File: config.mk
export PLATFORM = sky130hd
export DESIGN_NAME = uart_tx_arbiter
export DESIGN_NICKNAME = d
export VERILOG_FILES = /design/src/rtl/uart_tx_arbiter.sv
export SDC_FILE = /design/constraint.sdc
export NUM_CORES = 1
export LEC_CHECK = 0
export ABC_AREA = 1
export CORE_MARGIN = 3
export CORE_UTILIZATION = 40
export DETAILED_ROUTE_END_ITERATION = 7
export PLACE_DENSITY = 0.84
export SLEW_MARGIN = 20
export SYNTH_ARGS = -nofsm -noshare
export SYNTH_HDL_FRONTEND = slang
export SYNTH_SLANG_ARGS = --single-unit
File: constraint.sdc
create_clock -name uart_clock -period 1.52 [get_ports uart_clock]
set_input_delay 0.38 -clock uart_clock [delete_from_list [all_inputs] [get_ports uart_clock]]
set_output_delay 0.38 -clock uart_clock [all_outputs]
set_load 0.005 [all_outputs]
File: src/rtl/uart_tx_arbiter.sv
// uart_tx_arbiter: shares one uart transmitter among NUM_REQ byte-stream
// requesters. Round-robin choice at frame boundaries; the winner keeps the
// transmitter until it hands over a byte flagged last.
// Optional feature macro: UART_ARB_TIMEOUT_EN (abort a stalled frame after
// TIMEOUT idle HOLD cycles and pulse frame_abort).
module uart_tx_arbiter #(
    parameter int NUM_REQ = 4,
    parameter int TIMEOUT = 1024
) (
    input  logic                   uart_clock,
    input  logic                   reset,
    input  logic [NUM_REQ-1:0]     req_valid,
    input  logic [8*NUM_REQ-1:0]   req_data,
    input  logic [NUM_REQ-1:0]     req_last,
    output logic [NUM_REQ-1:0]     req_ack,
    output logic [NUM_REQ-1:0]     grant,
    output logic                   busy,
    output logic [7:0]             tx_data,
    output logic                   tx_wren,
    input  logic                   tx_accept,
    output logic                   frame_abort
);

    localparam int IW = $clog2(NUM_REQ);

    localparam logic [1:0] ST_IDLE = 2'd0;
    localparam logic [1:0] ST_SEND = 2'd1;
    localparam logic [1:0] ST_HOLD = 2'd2;

    if (NUM_REQ < 2 || NUM_REQ > 8 || TIMEOUT < 2) begin : g_bad_param
        $error("uart_tx_arbiter: NUM_REQ must be 2..8 and TIMEOUT at least 2");
    end

    logic [1:0]         r_state;
    logic [IW-1:0]      r_rr;
    logic [IW-1:0]      r_owner;
    logic [NUM_REQ-1:0] r_grant;
    logic               r_busy;
    logic [7:0]         r_tx_data;
    logic               r_tx_wren;
    logic               r_last_q;

    logic [NUM_REQ-1:0] w_rot;
    logic               w_any;
    logic [IW:0]        w_sum;
    logic [IW-1:0]      w_winner;
    logic [IW:0]        w_nsum;
    logic [IW-1:0]      w_next_rr;

    // Request vector rotated so bit 0 is the requester the rr pointer favours
    assign w_rot = NUM_REQ'({req_valid, req_valid} >> r_rr);

    // Pick the first valid requester at or after the rr pointer, with wrap
    always_comb begin
        w_any    = 1'b0;
        w_sum    = '0;
        w_winner = '0;
        for (int k = NUM_REQ - 1; k >= 0; k--) begin
            if (w_rot[k]) begin
                w_any = 1'b1;
                w_sum = {1'b0, r_rr} + (IW+1)'(k);
                if (w_sum >= (IW+1)'(NUM_REQ)) begin
                    w_sum = w_sum - (IW+1)'(NUM_REQ);
                end
                w_winner = w_sum[IW-1:0];
            end
        end
    end

    // Pointer value that puts the current owner last in line
    always_comb begin
        w_nsum = {1'b0, r_owner} + (IW+1)'(1);
        if (w_nsum == (IW+1)'(NUM_REQ)) begin
            w_nsum = '0;
        end
        w_next_rr = w_nsum[IW-1:0];
    end

`ifdef UART_ARB_TIMEOUT_EN
    localparam int CW = $clog2(TIMEOUT);
    logic [CW-1:0] r_cnt;
    logic          r_abort;
`endif

    // Arbitration state machine and transmitter-side registers
    always_ff @(posedge uart_clock) begin
        if (reset) begin
            r_state   <= ST_IDLE;
            r_rr      <= '0;
            r_owner   <= '0;
            r_grant   <= '0;
            r_busy    <= 1'b0;
            r_tx_data <= 8'h00;
            r_tx_wren <= 1'b0;
            r_last_q  <= 1'b0;
`ifdef UART_ARB_TIMEOUT_EN
            r_cnt     <= '0;
            r_abort   <= 1'b0;
`endif
        end else begin
`ifdef UART_ARB_TIMEOUT_EN
            r_abort <= 1'b0;
`endif
            case (r_state)
                ST_IDLE: begin
                    if (w_any) begin
                        r_owner   <= w_winner;
                        r_grant   <= NUM_REQ'(1) << w_winner;
                        r_tx_data <= req_data[{w_winner, 3'b000} +: 8];
                        r_last_q  <= req_last[w_winner];
                        r_tx_wren <= 1'b1;
                        r_busy    <= 1'b1;
                        r_state   <= ST_SEND;
                    end
                end
                ST_SEND: begin
                    // The transmitter may stall here arbitrarily long (init delay)
                    if (tx_accept) begin
                        r_tx_wren <= 1'b0;
                        if (r_last_q) begin
                            r_state <= ST_IDLE;
                            r_grant <= '0;
                            r_busy  <= 1'b0;
                            r_rr    <= w_next_rr;
                        end else begin
                            r_state <= ST_HOLD;
`ifdef UART_ARB_TIMEOUT_EN
                            r_cnt   <= '0;
`endif
                        end
                    end
                end
                ST_HOLD: begin
                    // Frame lock: only the owner can move us back to SEND
                    if (req_valid[r_owner]) begin
                        r_tx_data <= req_data[{r_owner, 3'b000} +: 8];
                        r_last_q  <= req_last[r_owner];
                        r_tx_wren <= 1'b1;
                        r_state   <= ST_SEND;
                    end
`ifdef UART_ARB_TIMEOUT_EN
                    else if (r_cnt == CW'(TIMEOUT - 1)) begin
                        r_state <= ST_IDLE;
                        r_grant <= '0;
                        r_busy  <= 1'b0;
                        r_rr    <= w_next_rr;
                        r_abort <= 1'b1;
                    end else begin
                        r_cnt <= r_cnt + CW'(1);
                    end
`endif
                end
                default: begin
                    r_state   <= ST_IDLE;
                    r_grant   <= '0;
                    r_busy    <= 1'b0;
                    r_tx_wren <= 1'b0;
                end
            endcase
        end
    end

`ifdef UART_ARB_TIMEOUT_EN
    assign frame_abort = r_abort;
`else
    assign frame_abort = 1'b0;
`endif

    assign req_ack = (r_state == ST_SEND && tx_accept) ? r_grant : '0;
    assign grant   = r_grant;
    assign busy    = r_busy;
    assign tx_data = r_tx_data;
    assign tx_wren = r_tx_wren;

endmodule

### After elaboration in Yosys (flattened, before gate mapping)

Cells that the tools add are included.
W data, S select, Z words.

| operators by class | value |
|---|---|
| bitwise gates (word level) | 1 |
| reduce and logical (&&, ||, !) cells | 8 |
| equality and inequality tests | 7 |
| shift-type cells | 4 |
| $lt $le $gt $ge | 6 |
| add/subtract/negate cells | 8 |
| mux-type cells | 42 |

Operators by type and width:

| kind | count |
|---|---|
| $shiftx A32 B6 Y8 | 2 |
| $mux W2 | 13 |
| $mux W4 | 4 |
| $mux W8 | 2 |
| $pmux W8 S2 | 1 |
| $mux W1 | 14 |
| $pmux W4 S3 | 1 |
| $ge A3 B3 Y1 const B | 3 |
| $reduce_and A3 Y1 | 3 |
| $ne A2 B2 Y1 const B | 4 |
| $shr A8 B2 Y4 | 1 |
| $sub A2 B1 Y2 const B | 4 |
| $add A2 B1 Y3 const B | 2 |
| $add A2 B2 Y3 const B | 2 |
| $bmux W1 S2 | 3 |
| $lt A2 B3 Y1 const B | 2 |
| $pmux W1 S3 | 2 |
| $pmux W2 S3 | 1 |
| $reduce_and A4 Y1 | 1 |
| $shl A1 B2 Y4 const A | 1 |
| $eq A3 B3 Y1 const B | 1 |
| $ge A2 B3 Y1 const B | 1 |
| $eq A2 B1 Y1 const B | 1 |
| $eq A2 B2 Y1 const B | 1 |
| other kinds (6) | 6 |

| word-level totals | value |
|---|---|
| input bits | 43 |
| word-level logic and storage cells | 84 |
| register bits | 21 |
| output and inout bits | 19 |

### Longest topological paths before layout

Gate-level depths: netlist of run 1.

| logic depth | value |
|---|---|
| depth after elaboration | 11 |
| gate-level depth with buffers | 15 |
| mapped depth without buffers | 14 |

### Worst setup path after synthesis of run 1

No wires, ideal clock.

| timing path | value |
|---|---|
| path kind | reg2reg |
| start point | reg r_rr[0] |
| end point | reg r_tx_data[3], in the netlist tx_data[3] |
| stages on the path, launching flop included | 14 |
| setup time | 116 ps |
| arrival | 1,413 ps |
| buffers on the path | 2 |
| period minus slack after synthesis | 1,529 ps |
| data required time | 1,404 ps |
| setup slack | -9 ps |
| path through | dfxtp_1 buf_6 inv_8 nand2_4 nand3_2 nand2_1 inv_2 nand3_1 nand3_2 buf_6 nand3_1 nand3_1 nand2_1 a21oi_1 |

| between the ends | value |
|---|---|
| word-level cells in the longest chain between the ends | 10 |
| elaborated cells on any way between the ends | 29 |
| those cells by class | add/sub (7); order compare (4); eq/ne (1); shift (2); mux (14); reduce/logical (1) |

RTL lines:

| what | RTL line | RTL |
|---|---|---|
| start, declared | 35 | `logic [IW-1:0] r_rr;` |
| start signal, assigned | 124 | `r_rr <= w_next_rr;` |
| $add A2 B2 Y3 | 61 | `w_sum = {1'b0, r_rr} + (IW+1)'(k);` |
| $ge A3 B3 Y1 / $sub A2 B1 Y2 (equally long branches) | 62, 63 |  |
| $mux W2 | 62 | `if (w_sum >= (IW+1)'(NUM_REQ)) begin` |
| $mux W2 (4 in a row) | 59 | `if (w_rot[k]) begin` |
| $shiftx A32 B6 Y8 | 109 | `r_tx_data <= req_data[{w_winner, 3'b000} +: 8];` |
| $mux W8 | 106 | `if (w_any) begin` |
| $pmux W8 S2 | 104 | `case (r_state)` |
| end signal, assigned | 109 |  |
| end signal, assigned | 136 | `r_tx_data <= req_data[{r_owner, 3'b000} +: 8];` |
| end, declared | 39 | `logic [7:0] r_tx_data;` |

Parallel ways exist; a longest one is shown, timed or not. The select of a mux whose other input is x is not followed.
A chain may end at the register's enable or synchronous reset.

### Worst setup path after layout of run 1

| timing path | value |
|---|---|
| start point | reg r_rr[0] |
| end point | reg r_last_q |

| between the ends | value |
|---|---|
| word-level cells in the longest chain between the ends | 11 |
| elaborated cells on any way between the ends | 30 |
| those cells by class | add/sub (7); order compare (4); eq/ne (1); shift (1); mux (16); reduce/logical (1) |

RTL lines:

| what | RTL line | RTL |
|---|---|---|
| $add A2 B2 Y3 | 61 |  |
| $ge A3 B3 Y1 / $sub A2 B1 Y2 (equally long branches) | 62, 63 |  |
| $mux W2 | 62 |  |
| $mux W2 (4 in a row) | 59 |  |
| $bmux W1 S2 | 110 | `r_last_q <= req_last[w_winner];` |
| $mux W1 (not written as such) | 110 |  |
| $mux W1 | 106 |  |
| $pmux W1 S2 | 104 |  |
| end signal, assigned | 110 |  |
| end signal, assigned | 137 | `r_last_q <= req_last[r_owner];` |
| end, declared | 41 | `logic r_last_q;` |

Parallel ways exist; a longest one is shown, timed or not. The select of a mux whose other input is x is not followed.

==> results of run 1 <==
-- flip-flops by register name, summed over array words and instances (netlist names) --
| name | count |
|---|---|
| r_last_q | 1 |
| grant | 4 |
| r_rr | 2 |
| busy | 1 |
| tx_wren | 1 |
| r_owner | 2 |
| tx_data | 8 |
| r_state | 2 |
-- where the power goes --
part	internal (mW)	switching, mW
Clock	0.187	0.192
Combinational	1.25	1.52
Sequential	0.752	0.133
Total	2.19	1.84
-- timing repair --
action                                  4_1_cts  5_1_grt
endpoints found under the setup margin       23       30
pin swaps                                    10       17
buffers inserted                              6        4
cloned                                        2        0
endpoints found under the hold margin         0        0
gates resized for setup                      76       37
-- worst min-delay path: cells and delay by family, from the launching register on --
family	cells	cell delay [ns]
AOI/OAI and AO/OA	1	0.05
and+or+nand+nor	1	0.07
DFF	1	0.32
-- how the worst min path moves through the flow --
stage / startpoint / end / slack (ns) / depth (start not counted)
after floorplan: busy / busy / 0.46 / 2
after global placement: busy / busy / 0.45 / 2
after detailed placement: busy / busy / 0.46 / 2
after CTS: busy / busy / 0.48 / 2
after global routing: busy / busy / 0.51 / 2
final: busy / busy / 0.48 / 2
-- area by class of cell --
cell class	count	share of cell area [%]
Multi-Input combinational cell	196	45.1
Timing Repair Buffer	99	31.6
Sequential cell	21	15.1
Inverter	28	4.54
Tap cell	48	2.10
Clock buffer	4	1.57
-- layer usage --
| layer | track usage [%] | vias up | part of all wire, % |
|---|---|---|---|
| li1 | - | 1043 | - |
| met4 | 9.76 | 0 | 3.6 |
| met3 | 2.03 | 26 | 6.7 |
| met5 | 0 | - | 0 |
| met2 | 40.9 | 124 | 52 |
| met1 | 30.9 | 1062 | 38 |
-- kinds of logic (layout without fill, tap and decap cells) --
logic type      Yosys count  after routing  share of synthesized area [%]
flops                    21             21                           26.1
simple gates            152            154                           46.9
buf+inv                  38            131                           13.1
fa+ha+maj                 1              1                          0.777
other cells               1              1                          0.233
compound gates           40             40                           12.8
-- synth_stat cells --
| cell | number |
|---|---|
| buf_12 | 1 |
| nand2_1 | 54 |
| nand3_4 | 1 |
| inv_1 | 25 |
| ha_1 | 1 |
| a21oi_1 | 21 |
| dfxtp_1 | 21 |
| inv_6 | 1 |
| o21ai_0 | 14 |
| buf_2 | 2 |
| nand3_2 | 3 |
| nand3_1 | 63 |
| inv_2 | 1 |
| o21ai_1 | 2 |
| inv_8 | 1 |
| conb_1 | 1 |
| nor2_1 | 14 |
| buf_6 | 4 |
| a211oi_1 | 2 |
| nand2_2 | 8 |
| buf_4 | 2 |
| nand2_4 | 3 |
| clkbuf_1 | 1 |
| o22ai_1 | 1 |
| nor3_2 | 1 |
| nand4_1 | 2 |
| nand3b_1 | 1 |
| nor2_4 | 2 |
-- cells in the final DEF (no fill, tap or decap) --
cell type,Yosys,routed
a211oi_2,0,2
dfxtp_1,21,12
ha_1,1,1
conb_1,1,1
clkbuf_8,0,3
nor3_2,1,1
nand3_2,3,16
nand3b_1,1,1
nor2_1,14,7
nand2_2,8,14
o22ai_1,1,1
a21oi_1,21,13
clkinv_4,0,1
nor2_4,2,6
clkbuf_1,1,1
inv_8,1,1
o21ai_1,2,5
o21ai_2,0,1
inv_1,25,20
dlymetal6s2s_1,0,1
dlygate4sd2_1,0,5
nand2_4,3,8
nand2_1,54,41
buf_4,2,34
inv_2,1,5
o21ai_0,14,10
clkinv_8,0,1
nand3_1,63,46
nand4_1,2,2
dfxtp_2,0,9
nand3_4,1,7
nand2_8,0,2
buf_2,2,4
buf_12,1,2
buf_6,4,3
clkdlybuf4s50_1,0,50
a21oi_2,0,8
nor2_2,0,3
-- per-stage QoR --
stage | instance area (sq um) | setup WS, ns | util (%) | total power [mW] | hold slack, ns
2_1_floorplan | 1620 | 0.00477 | - | 2.10 | 0.458
3_3_place_gp | 2430 | -0.565 | 64.3 | 2.90 | 0.454
3_5_place_dp | 2430 | -0.626 | 64.3 | 2.94 | 0.459
4_1_cts | 2710 | -0.137 | 71.9 | 3.65 | 0.476
5_1_grt | 2870 | -0.383 | 76.0 | 4.27 | 0.507
6_report | 2870 | -0.310 | 76.0 | 4.03 | 0.481
==> flow_metrics.tcl, run 1 <==
set metrics [dict create \
    outcome "complete, but fails checks" \
    violations "setup timing" \
    cp_num_cells 14 \
    fillers 245 \
    rsz0062_at_grt "yes" \
    max-cap-violations 0 \
    rrSetupSlack_ns -0.31 \
    layout_min_cycle_time_ns 1.83 \
    drc_errors 0 \
    pin_count 62 \
    areaGrowthSynthToFinish_pct 78.1 \
    endpoint_kind "flip-flop" \
    track_usage_pct 24.0 \
    clock-sinks 21 \
    rows 22 \
    crit_buf_inv 3 \
    syn-num-nets 297 \
    ys_warn_count 0 \
    ff_latch_area_sq_um 432 \
    cp-endpoint "r_last_q" \
    die_h_um 69.4 \
    grt_pass1_wl_mm 9.61 \
    setup_viol 25 \
    synthCells 253 \
    ys_seq_area_share_pct 26.1 \
    worstHoldPathType "flip-flop to flip-flop" \
    path_cells "buf_12 > inv_8 > nand2_1 > nand3_2 > nand2_2 > nand2_4 > nand2_8 > nand2_8 > nand2_4 > buf_4 > nand2_1 > nand3b_1 > nand3_1 > a21oi_1" \
    cts_buffers 3 \
    startpoint "r_rr[0]" \
    grt_max_degree 18 \
    vdd_drop_max_mv 0.955 \
    r2r-end "r_last_q" \
    dr.pass1.iters 5 \
    fin_ws_ns -0.310 \
    place_congestion 0.934 \
    clock_latency_ns 0.26 \
    synth_top_area_share_pct 26.1 \
    r2r_cells 14 \
    cts.reportedPaths.clkPinSlew_ns 0.08 \
    post-dp-hpwl_mm 3.95 \
    multi_input_area_sq_um 1290 \
    final_cells 396 \
    crit_type "flip-flop to flip-flop" \
    die_x_um 69.4 \
    r2r-start "r_rr[0]" \
    synthTopCellsByArea "dfxtp_1 26%, nand3_1 20%, nand2_1 13%" \
    synth_area_leader_cell "dfxtp_1" \
    dieArea_sq_um 4820 \
    synth_seq_cells 21 \
    coreArea_sq_um 3770 \
    io_buffer_count 60 \
    syn-cell-area_sq_um 1610 \
    antenna_found_initial 0 \
    avgSynthCellArea_sq_um 6.36 \
    path_max_fanout 10 \
    cellPowerDensity_nw_per_um2 1410 \
    cp.required_ns 1.71 \
    timing.fmax_mhz 547 \
    grt_pass1_vias 2051 \
    timing.final.crit_share_pct 120 \
    max-clock-path-buffers 2 \
    slowest_delay_ns 0.35 \
    routed_via_density 5.69 \
    finalHoldViolCount 0 \
    cp.arrival_ns 2.02 \
    drt-total-wl_mm 6.52 \
    holdBufCountCts 0 \
    placed_cells_incl_taps 380 \
    via_count 2255 \
    drt-wirelength-per-cell_um 16.5 \
    htree_levels 1 \
    start_util_pct 42.7 \
    drive_gt1_share_pct 37.6 \
    synthDistinctLibCells 28 \
    final_nets 393 \
    drt_iter0_markers 209 \
    grt.overflow.total 0 \
    cts_tree "built" \
    cp_top_family "simple AND/OR/NAND/NOR gates" \
    antenna_cells 0 \
    cts_root_buf "clkbuf_8" \
    slowest_stage "dfxtp_2" \
    drv_slew 0 \
    detail-route-antenna-nets 0 \
    skew_ns 0.00728 \
    finalSetupTns_ns -3.21 \
    p_leak_nw 1.28 \
    cp-start-kind "flip-flop" \
]
Power figures use the tool's default switching activity.
==> inputs of run 2 (changes only) <==
--- a/config.mk
+++ b/config.mk
@@ -9,6 +9,7 @@
 export CORE_MARGIN = 3
 export CORE_UTILIZATION = 40
 export DETAILED_ROUTE_END_ITERATION = 7
+export GPL_TIMING_DRIVEN = 0
 export PLACE_DENSITY = 0.84
 export SLEW_MARGIN = 20
 export SYNTH_ARGS = -nofsm -noshare
==> run 2 against run 1 <==
  * The run still ends with setup timing left
  * Utilization decreased by 0.93 points
  * Via count decreased by 2.6%
  * Global-route usage decreased by 0.65 points
  * Combinational power about the same
  * Hold slack got worse by 0.015 ns
  * Die area unchanged
  * Routed wire length increased by 1.2%
  * Cell area decreased by 1.2%
  * Clock skew increased by 0.0057 ns
  * Sequential cell count unchanged
  * Sequential share of layout area increased by 0.23 points
  * Largest cell class unchanged
  * Highest routed layer unchanged
==> flow_metrics.tcl, run 2 (synthesis gave the netlist of run 1 again) <==
set metrics [dict create \
    outcome "complete, but fails checks" \
    violations "setup timing" \
    cp.arrival_ns 2.01 \
    die_h_um 69.4 \
    worstHoldPathType "flip-flop to flip-flop" \
    finalHoldViolCount 0 \
    fin_ws_ns -0.300 \
    pin_count 62 \
    coreArea_sq_um 3770 \
    crit_buf_inv 3 \
    track_usage_pct 23.3 \
    grt_max_degree 13 \
    max-cap-violations 0 \
    htree_levels 1 \
    areaGrowthSynthToFinish_pct 76.0 \
    cts.reportedPaths.clkPinSlew_ns 0.09 \
    layout_min_cycle_time_ns 1.82 \
    drc_errors 0 \
    slowest_stage "dfxtp_2" \
    fin_area_sq_um 2830 \
    antenna_cells 0 \
    clock-sinks 21 \
    endpoint_kind "flip-flop" \
    antenna_found_initial 0 \
    final_nets 384 \
    timing.fmax_mhz 550 \
    via_count 2196 \
    drt_iter0_markers 164 \
    dieArea_sq_um 4820 \
    critPathMostFrequentCell "nand2_4" \
    relSlewSlack_pct 64.6 \
    start_util_pct 42.7 \
    place_congestion 0.960 \
    crit_type "flip-flop to flip-flop" \
    drt-wirelength-per-cell_um 17.0 \
    fin_util_pct 75.1 \
    final_common_cell "clkdlybuf4s50_1" \
    grt_pass1_wl_mm 9.43 \
    slowest_delay_ns 0.35 \
    placed_area_sq_um 2270 \
    path_max_fanout 8 \
    finalSetupTns_ns -3.38 \
    setup_viol 21 \
    detail-route-antenna-nets 0 \
    drv_slew 0 \
    io_buffer_count 59 \
    rows 22 \
    cp_top_family "simple AND/OR/NAND/NOR gates" \
    largest_reg_flops 8 \
    post-dp-hpwl_mm 3.80 \
    grt.overflow.total 0 \
    drt-total-wl_mm 6.60 \
    p_leak_nw 1.25 \
    final_cell_mix "48 x clkdlybuf4s50_1, 39 x nand3_1, 38 x nand2_1, 23 x nand3_2, 20 x buf_4" \
    grt_pass1_vias 2038 \
    clock_latency_ns 0.26 \
    max-clock-path-buffers 2 \
    cts_root_buf "clkbuf_8" \
    finalPower_mw 4.05 \
    cts_buffers 3 \
    dr.pass1.iters 5 \
    skew_ns 0.0130 \
    place_ws_ns -0.709 \
    tightest_slew_ns 0.531 \
    cp.required_ns 1.71 \
    vdd_drop_max_mv 1.01 \
    cts_tree "built" \
    cellPowerDensity_nw_per_um2 1430 \
    timing.final.crit_share_pct 120 \
    rsz0062_at_grt "yes" \
    drive_gt1_share_pct 37.8 \
    path_cells "buf_6 > inv_8 > nand2_4 > nand3_2 > nand2_4 > nand2_4 > nand2_4 > nand2_4 > nand3_4 > buf_6 > nand3_1 > nand3_1 > nand2_1 > a21oi_1" \
    routed_via_density 5.67 \
    cp-start-kind "flip-flop" \
    die_x_um 69.4 \
]
==> run 2: what timing repair did <==
item,CTS,global route
gates resized for setup,91,28
hold buffers,0,0
endpoints found under the setup margin,24,24
pin swaps,26,15
gates cloned,3,0
buffers inserted,15,5
==> run 2: per-layer routing <==
metal,vias up,track usage [%],share of wire (%)
li1,1012,-,-
met5,-,0,0
met4,0,8.68,4.8
met1,1039,28.2,40
met2,108,42.5,50
met3,37,1.88,4.9
==> run 2: area by class of cell <==
cell class	instances	area [sq um]
well taps	48	60.1
flip-flops and latches	21	433
fillers	248	940
clock inverters	1	5.00
inverters	28	133
repair buffers	82	772
plain buffers	10	96.3
multi-input cells	194	1290
clock buffers	3	41.3
==> run 2: worst min-delay path, cell delays in order (launching register included) <==
cell,delay (ns)
dfxtp_1,0.32
nand2_1,0.06
a21oi_1,0.05
==> run 2: final timing paths <==
check                             start    endpoint  slack (ns)  cells after the start
worst min register to register     busy        busy        0.47                      2
worst max-delay path            r_rr[0]  tx_data[3]       -0.30                     14
worst max register to register  r_rr[0]  tx_data[3]       -0.30                     14
worst min-delay path               busy        busy        0.47                      2
==> run 2: through the flow <==
stage	std cells	hold WS [ns]
final	387	0.466
after global routing	387	0.498
after CTS	382	0.471
after detailed placement	360	0.457
after global placement	360	0.453
after floorplan	253	0.458
==> run 2: power by group <==
group,switching [mW],leakage (nW),total (mW),internal [mW]
Clock,0.186,0.0255,0.369,0.182
Sequential,0.130,0.177,0.877,0.747
Combinational,1.55,1.05,2.80,1.26
Total,1.86,1.25,4.05,2.19
==> inputs of run 3 (changes only) <==
--- a/config.mk
+++ b/config.mk
@@ -6,6 +6,7 @@
 export NUM_CORES = 1
 export LEC_CHECK = 0
 export ABC_AREA = 1
+export CAP_MARGIN = 0
 export CORE_MARGIN = 3
 export CORE_UTILIZATION = 40
 export DETAILED_ROUTE_END_ITERATION = 7
==> results of run 3 <==
The final DEF is identical to that of run 2; final timing and power are the same.
